===== config.mk =====
export PLATFORM = sky130hd
export DESIGN_NAME = adc_sar_sequencer_flat
export DESIGN_NICKNAME = d
export VERILOG_FILES = /design/src/rtl/adc_sar_pkg.sv /design/src/rtl/adc_sar_sequencer_if.sv /design/src/rtl/adc_sar_ch_pick.sv /design/src/rtl/adc_sar_sequencer.sv /design/src/flat_wrapper.sv
export SDC_FILE = /design/constraint.sdc
export NUM_CORES = 1
export LEC_CHECK = 0
export ABC_CLOCK_PERIOD_IN_PS = 2650
export CAP_MARGIN = 5
export CORE_MARGIN = 2
export CORE_UTILIZATION = 51
export CTS_CLUSTER_DIAMETER = 200
export DETAILED_ROUTE_END_ITERATION = 7
export GPL_ROUTABILITY_DRIVEN = 0
export PLACE_DENSITY_LB_ADDON = 0.25
export SLEW_MARGIN = 10
export SYNTH_ARGS = -nofsm -noshare
export SYNTH_HDL_FRONTEND = slang
export SYNTH_SLANG_ARGS = --single-unit

===== constraint.sdc =====
create_clock -name clk -period 2.65 [get_ports clk]
set_clock_uncertainty 0.2 [all_clocks]
set_input_delay 0.3975 -clock clk [delete_from_list [all_inputs] [get_ports clk]]
set_output_delay 0.3975 -clock clk [all_outputs]
set_load 0.05 [all_outputs]

===== src/rtl/adc_sar_pkg.sv =====
// Shared types for the SAR scan sequencer: state encoding, timeout default
// and the tagged result word.
package adc_sar_pkg;

   typedef enum logic [2:0] {
      S_IDLE     = 3'd0,
      S_SELECT   = 3'd1,
      S_SETTLE   = 3'd2,
      S_SOC      = 3'd3,
      S_WAIT_EOC = 3'd4,
      S_STORE    = 3'd5
   } seq_state_t;

   localparam int TMO_CYC_DEF = 64;
   localparam int RES_N       = 8;
   localparam int RES_CH_W    = 2;

   // Result storage is built on this tag, so N/CH_W of the sequencer track these.
   typedef struct packed {
      logic [RES_CH_W-1:0] ch;
      logic [RES_N-1:0]    data;
   } res_tag_t;

endpackage


===== src/rtl/adc_sar_sequencer_if.sv =====
// ADC core handshake plus result bus; master = sequencer, slave = core/consumer.
interface adc_sar_sequencer_if #(
   parameter int N    = 8,
   parameter int CH_W = 2
);
   logic            adc_soc;
   logic [CH_W-1:0] adc_ch_sel;
   logic            adc_rdy;
   logic            adc_eoc;
   logic [N-1:0]    adc_data;
   logic            result_valid;
   logic [CH_W-1:0] result_ch;
   logic [N-1:0]    result_data;
   logic            result_ack;

   modport master (
      output adc_soc, adc_ch_sel, result_valid, result_ch, result_data,
      input  adc_rdy, adc_eoc, adc_data, result_ack
   );

   modport slave (
      input  adc_soc, adc_ch_sel, result_valid, result_ch, result_data,
      output adc_rdy, adc_eoc, adc_data, result_ack
   );
endinterface


===== src/rtl/adc_sar_ch_pick.sv =====
// Priority finder: lowest set mask bit at an index >= ptr_i, with found flag.
module adc_sar_ch_pick #(
   parameter int NCH  = 4,
   parameter int CH_W = 2
) (
   input  logic [NCH-1:0]  mask_i,
   input  logic [CH_W:0]   ptr_i,
   output logic [CH_W-1:0] idx_o,
   output logic            found_o
);

   // Descending walk so the lowest qualifying index is the last one written.
   always_comb begin
      idx_o   = '0;
      found_o = 1'b0;
      for (int i = NCH - 1; i >= 0; i--) begin
         if (mask_i[i] && (i >= int'(ptr_i))) begin
            idx_o   = CH_W'(i);
            found_o = 1'b1;
         end
      end
   end

endmodule


===== src/rtl/adc_sar_sequencer.sv =====
// Masked channel scan controller in front of the SAR core: mux select, settle,
// SOC/EOC handshake, tagged result capture with overrun and timeout flags.
module adc_sar_sequencer
   import adc_sar_pkg::*;
#(
   parameter int N        = RES_N,
   parameter int NCH      = 4,
   parameter int CH_W     = RES_CH_W,
   parameter int SETTLE_W = 4,
   parameter int TMO_CYC  = TMO_CYC_DEF
) (
   input  logic                clk,
   input  logic                rstb,
   input  logic                enable,
   input  logic                start,
   input  logic                cont,
   input  logic [NCH-1:0]      ch_mask,
   input  logic [SETTLE_W-1:0] settle_cyc,
   adc_sar_sequencer_if.master bus,
   output logic                busy,
   output logic                overrun,
   output logic                timeout
);

   localparam int TMO_W = $clog2(TMO_CYC + 1);

   seq_state_t          state_q, state_d;
   logic [NCH-1:0]      mask_q, mask_d;
   logic [CH_W:0]       ptr_q, ptr_d;
   logic [CH_W-1:0]     ch_sel_q, ch_sel_d;
   logic [SETTLE_W-1:0] settle_q, settle_d;
   logic [TMO_W-1:0]    tmo_q, tmo_d;
   logic                soc_q, soc_d;
   res_tag_t            res_q, res_d;
   logic                res_valid_q, res_valid_d;
   logic                overrun_q, overrun_d;
   logic                timeout_q, timeout_d;

   logic [CH_W:0]       pick_ptr;
   logic [CH_W-1:0]     pick_idx;
   logic                pick_found;
   logic [N-1:0]        data_in;
   logic                accept;
   logic                tmo_hit;

   assign data_in = bus.adc_data;
   assign accept  = start && (|ch_mask);
   assign tmo_hit = (tmo_q == TMO_W'(TMO_CYC - 1));

   // In STORE the finder looks past the channel just converted (end-of-scan test).
   assign pick_ptr = (state_q == S_STORE) ? ({1'b0, ch_sel_q} + 1'b1) : ptr_q;

   adc_sar_ch_pick #(.NCH(NCH), .CH_W(CH_W)) u_pick (
      .mask_i  (mask_q),
      .ptr_i   (pick_ptr),
      .idx_o   (pick_idx),
      .found_o (pick_found)
   );

   always_ff @(posedge clk or negedge rstb) begin
      if (!rstb) begin
         state_q     <= S_IDLE;
         mask_q      <= '0;
         ptr_q       <= '0;
         ch_sel_q    <= '0;
         settle_q    <= '0;
         tmo_q       <= '0;
         soc_q       <= 1'b0;
         res_q       <= '0;
         res_valid_q <= 1'b0;
         overrun_q   <= 1'b0;
         timeout_q   <= 1'b0;
      end else begin
         state_q     <= state_d;
         mask_q      <= mask_d;
         ptr_q       <= ptr_d;
         ch_sel_q    <= ch_sel_d;
         settle_q    <= settle_d;
         tmo_q       <= tmo_d;
         soc_q       <= soc_d;
         res_q       <= res_d;
         res_valid_q <= res_valid_d;
         overrun_q   <= overrun_d;
         timeout_q   <= timeout_d;
      end
   end

   always_comb begin
      state_d = state_q;
      if (!enable) begin
         state_d = S_IDLE;
      end else begin
         case (state_q)
            S_IDLE:     if (accept) state_d = S_SELECT;
            S_SELECT:   state_d = pick_found ? S_SETTLE : S_IDLE;
            S_SETTLE:   if (settle_q == '0) state_d = S_SOC;
            S_SOC:      if (bus.adc_rdy) state_d = S_WAIT_EOC;
            S_WAIT_EOC: begin
               if (bus.adc_eoc)  state_d = S_STORE;
               else if (tmo_hit) state_d = S_IDLE;
            end
            S_STORE: begin
               if (pick_found)              state_d = S_SELECT;
               else if (cont && |ch_mask)   state_d = S_SELECT;
               else                         state_d = S_IDLE;
            end
            default:    state_d = S_IDLE;
         endcase
      end
   end

   // The result word is written on the EOC edge so valid follows EOC by one
   // cycle; the STORE cycle then only advances the scan pointer.
   always_comb begin
      mask_d      = mask_q;
      ptr_d       = ptr_q;
      ch_sel_d    = ch_sel_q;
      settle_d    = settle_q;
      tmo_d       = tmo_q;
      res_d       = res_q;
      res_valid_d = res_valid_q;
      overrun_d   = overrun_q;
      timeout_d   = timeout_q;
      soc_d       = (state_d == S_SOC);
      busy        = (state_q != S_IDLE);

      if (bus.result_ack) res_valid_d = 1'b0;

      if (enable) begin
         case (state_q)
            S_IDLE: begin
               if (accept) begin
                  mask_d    = ch_mask;
                  ptr_d     = '0;
                  overrun_d = 1'b0;
                  timeout_d = 1'b0;
               end
            end
            S_SELECT: begin
               ch_sel_d = pick_idx;
               settle_d = settle_cyc;
            end
            S_SETTLE: if (settle_q != '0) settle_d = settle_q - 1'b1;
            S_SOC:    tmo_d = '0;
            S_WAIT_EOC: begin
               if (bus.adc_eoc) begin
                  res_d.ch    = ch_sel_q;
                  res_d.data  = data_in;
                  res_valid_d = 1'b1;
                  if (res_valid_q && !bus.result_ack) overrun_d = 1'b1;
               end else begin
                  tmo_d = tmo_q + 1'b1;
                  if (tmo_hit) timeout_d = 1'b1;
               end
            end
            S_STORE: begin
               ptr_d = pick_ptr;
               if (!pick_found && cont) begin
                  mask_d = ch_mask;
                  ptr_d  = '0;
               end
            end
            default: ;
         endcase
      end
   end

   assign bus.adc_soc      = soc_q;
   assign bus.adc_ch_sel   = ch_sel_q;
   assign bus.result_valid = res_valid_q;
   assign bus.result_ch    = res_q.ch;
   assign bus.result_data  = res_q.data;
   assign overrun          = overrun_q;
   assign timeout          = timeout_q;

endmodule


===== src/flat_wrapper.sv =====
// flat-port wrapper written by rule: the top's interface ports become plain ports
module adc_sar_sequencer_flat import adc_sar_pkg::*;
#(
   parameter int N        = RES_N,
   parameter int NCH      = 4,
   parameter int CH_W     = RES_CH_W,
   parameter int SETTLE_W = 4,
   parameter int TMO_CYC  = TMO_CYC_DEF
)
  (clk, rstb, enable, start, cont, ch_mask, settle_cyc, busy, overrun, timeout, bus_adc_soc, bus_adc_ch_sel, bus_result_valid, bus_result_ch, bus_result_data, bus_adc_rdy, bus_adc_eoc, bus_adc_data, bus_result_ack);
  adc_sar_sequencer_if #(.N(N), .CH_W(CH_W)) bus_i ();
  input  logic clk;
  input  logic rstb;
  input  logic enable;
  input  logic start;
  input  logic cont;
  input  logic [NCH-1:0] ch_mask;
  input  logic [SETTLE_W-1:0] settle_cyc;
  output logic busy;
  output logic overrun;
  output logic timeout;
  output wire logic [$bits(bus_i.adc_soc)-1:0] bus_adc_soc;
  output wire logic [$bits(bus_i.adc_ch_sel)-1:0] bus_adc_ch_sel;
  output wire logic [$bits(bus_i.result_valid)-1:0] bus_result_valid;
  output wire logic [$bits(bus_i.result_ch)-1:0] bus_result_ch;
  output wire logic [$bits(bus_i.result_data)-1:0] bus_result_data;
  input wire logic [$bits(bus_i.adc_rdy)-1:0] bus_adc_rdy;
  input wire logic [$bits(bus_i.adc_eoc)-1:0] bus_adc_eoc;
  input wire logic [$bits(bus_i.adc_data)-1:0] bus_adc_data;
  input wire logic [$bits(bus_i.result_ack)-1:0] bus_result_ack;
  assign bus_adc_soc = bus_i.adc_soc;
  assign bus_adc_ch_sel = bus_i.adc_ch_sel;
  assign bus_result_valid = bus_i.result_valid;
  assign bus_result_ch = bus_i.result_ch;
  assign bus_result_data = bus_i.result_data;
  assign bus_i.adc_rdy = bus_adc_rdy;
  assign bus_i.adc_eoc = bus_adc_eoc;
  assign bus_i.adc_data = bus_adc_data;
  assign bus_i.result_ack = bus_result_ack;
  adc_sar_sequencer #(.N(N), .NCH(NCH), .CH_W(CH_W), .SETTLE_W(SETTLE_W), .TMO_CYC(TMO_CYC)) u_core (.clk(clk), .rstb(rstb), .enable(enable), .start(start), .cont(cont), .ch_mask(ch_mask), .settle_cyc(settle_cyc), .bus(bus_i), .busy(busy), .overrun(overrun), .timeout(timeout));
endmodule

==> results.cfg <==
[sta]
fin_crit_ns = 2.58
slew-limit-headroom_pct = 44.1
max_slew.worst_pin.slew_ns = 0.838
finalWorstSetupSlack_ns = 0.0656
tns_ns = 0
fin_worst_hold_slack_ns = -0.000777
setup_violations = 0
timing_max_transition_violations_final = 0
final_hold_viol_count = 1
grt_setup_unrepaired = false
clock.fmax_mhz = 387
fin_crit_sh_pct = 97.5

[clock_tree]
htree_levels = 2
clock_sinks = 37
cts_tree = done
postCtsSetupBuffers = 0
cts.path.max_buffers = 2
clk_transition_reported_paths_ns = 0.07
cts_root_buffer = clkbuf_8
post_cts_resize_count = 0
hold_buffers = 0
cts_buf_count = 5
clkLatencyLatePin_ns = 0.30

[synth]
synth_enable_flop_cells = 0
synthFlopType = dfrtp_1
postSynth.asyncResetShare_pct = 100
syn-mean-instance-area_sq_um = 10.5
ys_seq_area_share_pct = 46.2
synth_warnings = 0
cell_area_synth_sq_mm = 0.00201
synth_nets = 218
syn-instance-count = 191
synth_cell_type_count = 55
synth.ff_latch_count = 37

[placement]
detailedPlace.worstSlack_ns = 0.162
dp.cells = 273
dpl_cell_area_sq_mm = 0.00243
numPortBuffers = 40
hpwl_mm = 3.05

[drt]
detailroute.via_count = 1587
detail_route.wirelength_mm = 4.23
avgViaCountPerCell = 5.65
drt_first_pass_iters = 4
drc_errors = 0
detail-route-antenna-nets = 0
drt_first_iter_violations = 128
routedWlPerCell_um = 15.1

[pwr]
p_leak_nw = 1.15
powerDensity_mw_per_mm2 = 719
post-layout-total-power_mw = 1.83
vdd_ir_max_mv = 0.511

[setup_path]
worst_path_max_stage_delay_ns = 0.71
worst_ep_required_time_ns = 2.05
end_kind = output port
cp_cell_sequence = or3_1, clkdlybuf4s50_1
critical_path_class = flop to output port
critical_path.slowest_cell = clkdlybuf4s50_1
crit_arrival_ns = 1.99
worstSetupStartpointType = flop
crit_path_max_fanout = 15

[finish]
mostFrequentLayoutCell = clkdlybuf4s50_1
finalNetCount = 259
postLayoutCoreUtil_pct = 68.5
fraction_of_layout_cells_with_a_size_suffix_above_1_pct = 14.6
final_design_area_no_fill_sq_mm = 0.00255
finalNonFillerCells = 281
final_cell_mix = 39 x clkdlybuf4s50_1, 37 x dfrtp_1, 19 x nand2_1, 19 x o21ai_0, 9 x nor2_1
areaGrowthSynthToFinish_pct = 26.9
diodes = 0

[floorplanning]
num_io_pins = 41
die_h_um = 66.7
design.die.area_sq_mm = 0.00445
initial_utilization_pct = 54.0
core.rowCount = 22
dieWidth_um = 66.7
core_sq_mm = 0.00372

[global_routing]
number_of_global_route_vias_before_repair = 1532
grt_overflow_total = 0
grt_first_pass_wirelength_mm = 7.20
initial_antenna_violation_count = 0
grt_max_degree = 38
grt.total_usage_pct = 21.6

[outcome]
status = finished with violations
violations = negative hold slack

[flow_run]
maxCapViolations = 0

[hold_path]
worst_hold_path_type = input port to async pin
-- worst paths after layout --
| path | depth (start not counted) | start | end | slack [ns] |
|---|---|---|---|---|
| min | 1 | rstb | u_core.settle_q[0] | -0.0008 |
| min in group clk | 1 | u_core.tmo_q[5] | u_core.tmo_q[5] | 0.27 |
| min reg2reg | 1 | u_core.tmo_q[5] | u_core.tmo_q[5] | 0.27 |
| max in group asynchronous | 1 | rstb | u_core.bus.result_ch[0] | 1.71 |
| max | 2 | u_core.state_q[1] | busy | 0.07 |
| max reg2reg | 5 | u_core.state_q[1] | u_core.mask_q[1] | 0.27 |
-- power by group --
group | total [mW] | switching [mW] | internal [mW]
combinational | 0.564 | 0.317 | 0.247
clock | 0.512 | 0.206 | 0.306
sequential | 0.754 | 0.0981 | 0.655
total | 1.83 | 0.621 | 1.21
-- Yosys cell counts, types with 2 or more instances --
cell,n,area share (%)
a21o_1,2,0.75
a21oi_1,4,1.0
a31oi_1,3,0.94
a32o_1,2,1.0
and3_1,3,0.94
buf_2,4,1.0
buf_6,2,1.1
clkbuf_1,2,0.37
dfrtp_1,37,46
ha_1,3,1.9
inv_1,8,1.5
mux2_1,3,1.7
mux2_2,8,4.5
mux2_4,4,3.0
nand2_1,19,3.6
nand3_1,8,2.0
nand3b_1,4,1.5
nand4_1,2,0.62
nor2_1,9,1.7
nor3_1,6,1.5
o21ai_0,19,4.7
o21ai_1,2,0.50
o22a_1,2,0.87
o31ai_1,2,0.75
or3b_1,2,0.87
or4_1,2,0.75
-- layer usage --
metal  track usage, %  vias to the layer above  part of all wire [%]
met1             28.6                      767                    48
met2             35.1                       28                    47
li1                 -                      785                     -
met5                0                        -                     0
met3             4.56                        7                   3.6
met4             7.65                        0                   1.5
-- critical path: cells and delay by family, from the launching register on --
| family | cells | cell delay (ns) |
|---|---|---|
| DFF | 1 | 0.55 |
| and+or+nand+nor | 1 | 0.44 |
| buffers and inverters | 1 | 0.71 |
-- state kept, by name (all words and copies together) (netlist names) --
signal	cells
u_core.bus.adc_ch_sel	2
u_core.bus.adc_soc	1
u_core.bus.result_ch	2
u_core.bus.result_data	8
u_core.bus.result_valid	1
u_core.mask_q	4
u_core.overrun	1
u_core.ptr_q	3
u_core.settle_q	4
u_core.state_q	3
u_core.timeout	1
u_core.tmo_q	7
-- area by class of cell --
class	count	area [sq um]
fill	310	1170
multi-input combinational	137	992
sequential	37	926
timing repair buffer	43	418
clock buffer	6	82.6
tap	48	60.1
clock inverter	2	37.5
inverter	8	30.0
-- kinds of logic after synthesis --
group           share of synthesized area, %
mux                                     10.4
compound gates                          18.1
fa+ha+maj                               1.87
xor+xnor                               0.437
simple gates                            18.7
buf+inv                                 4.37
flops                                   46.2
No activity file was read; power rests on OpenSTA's default activity.
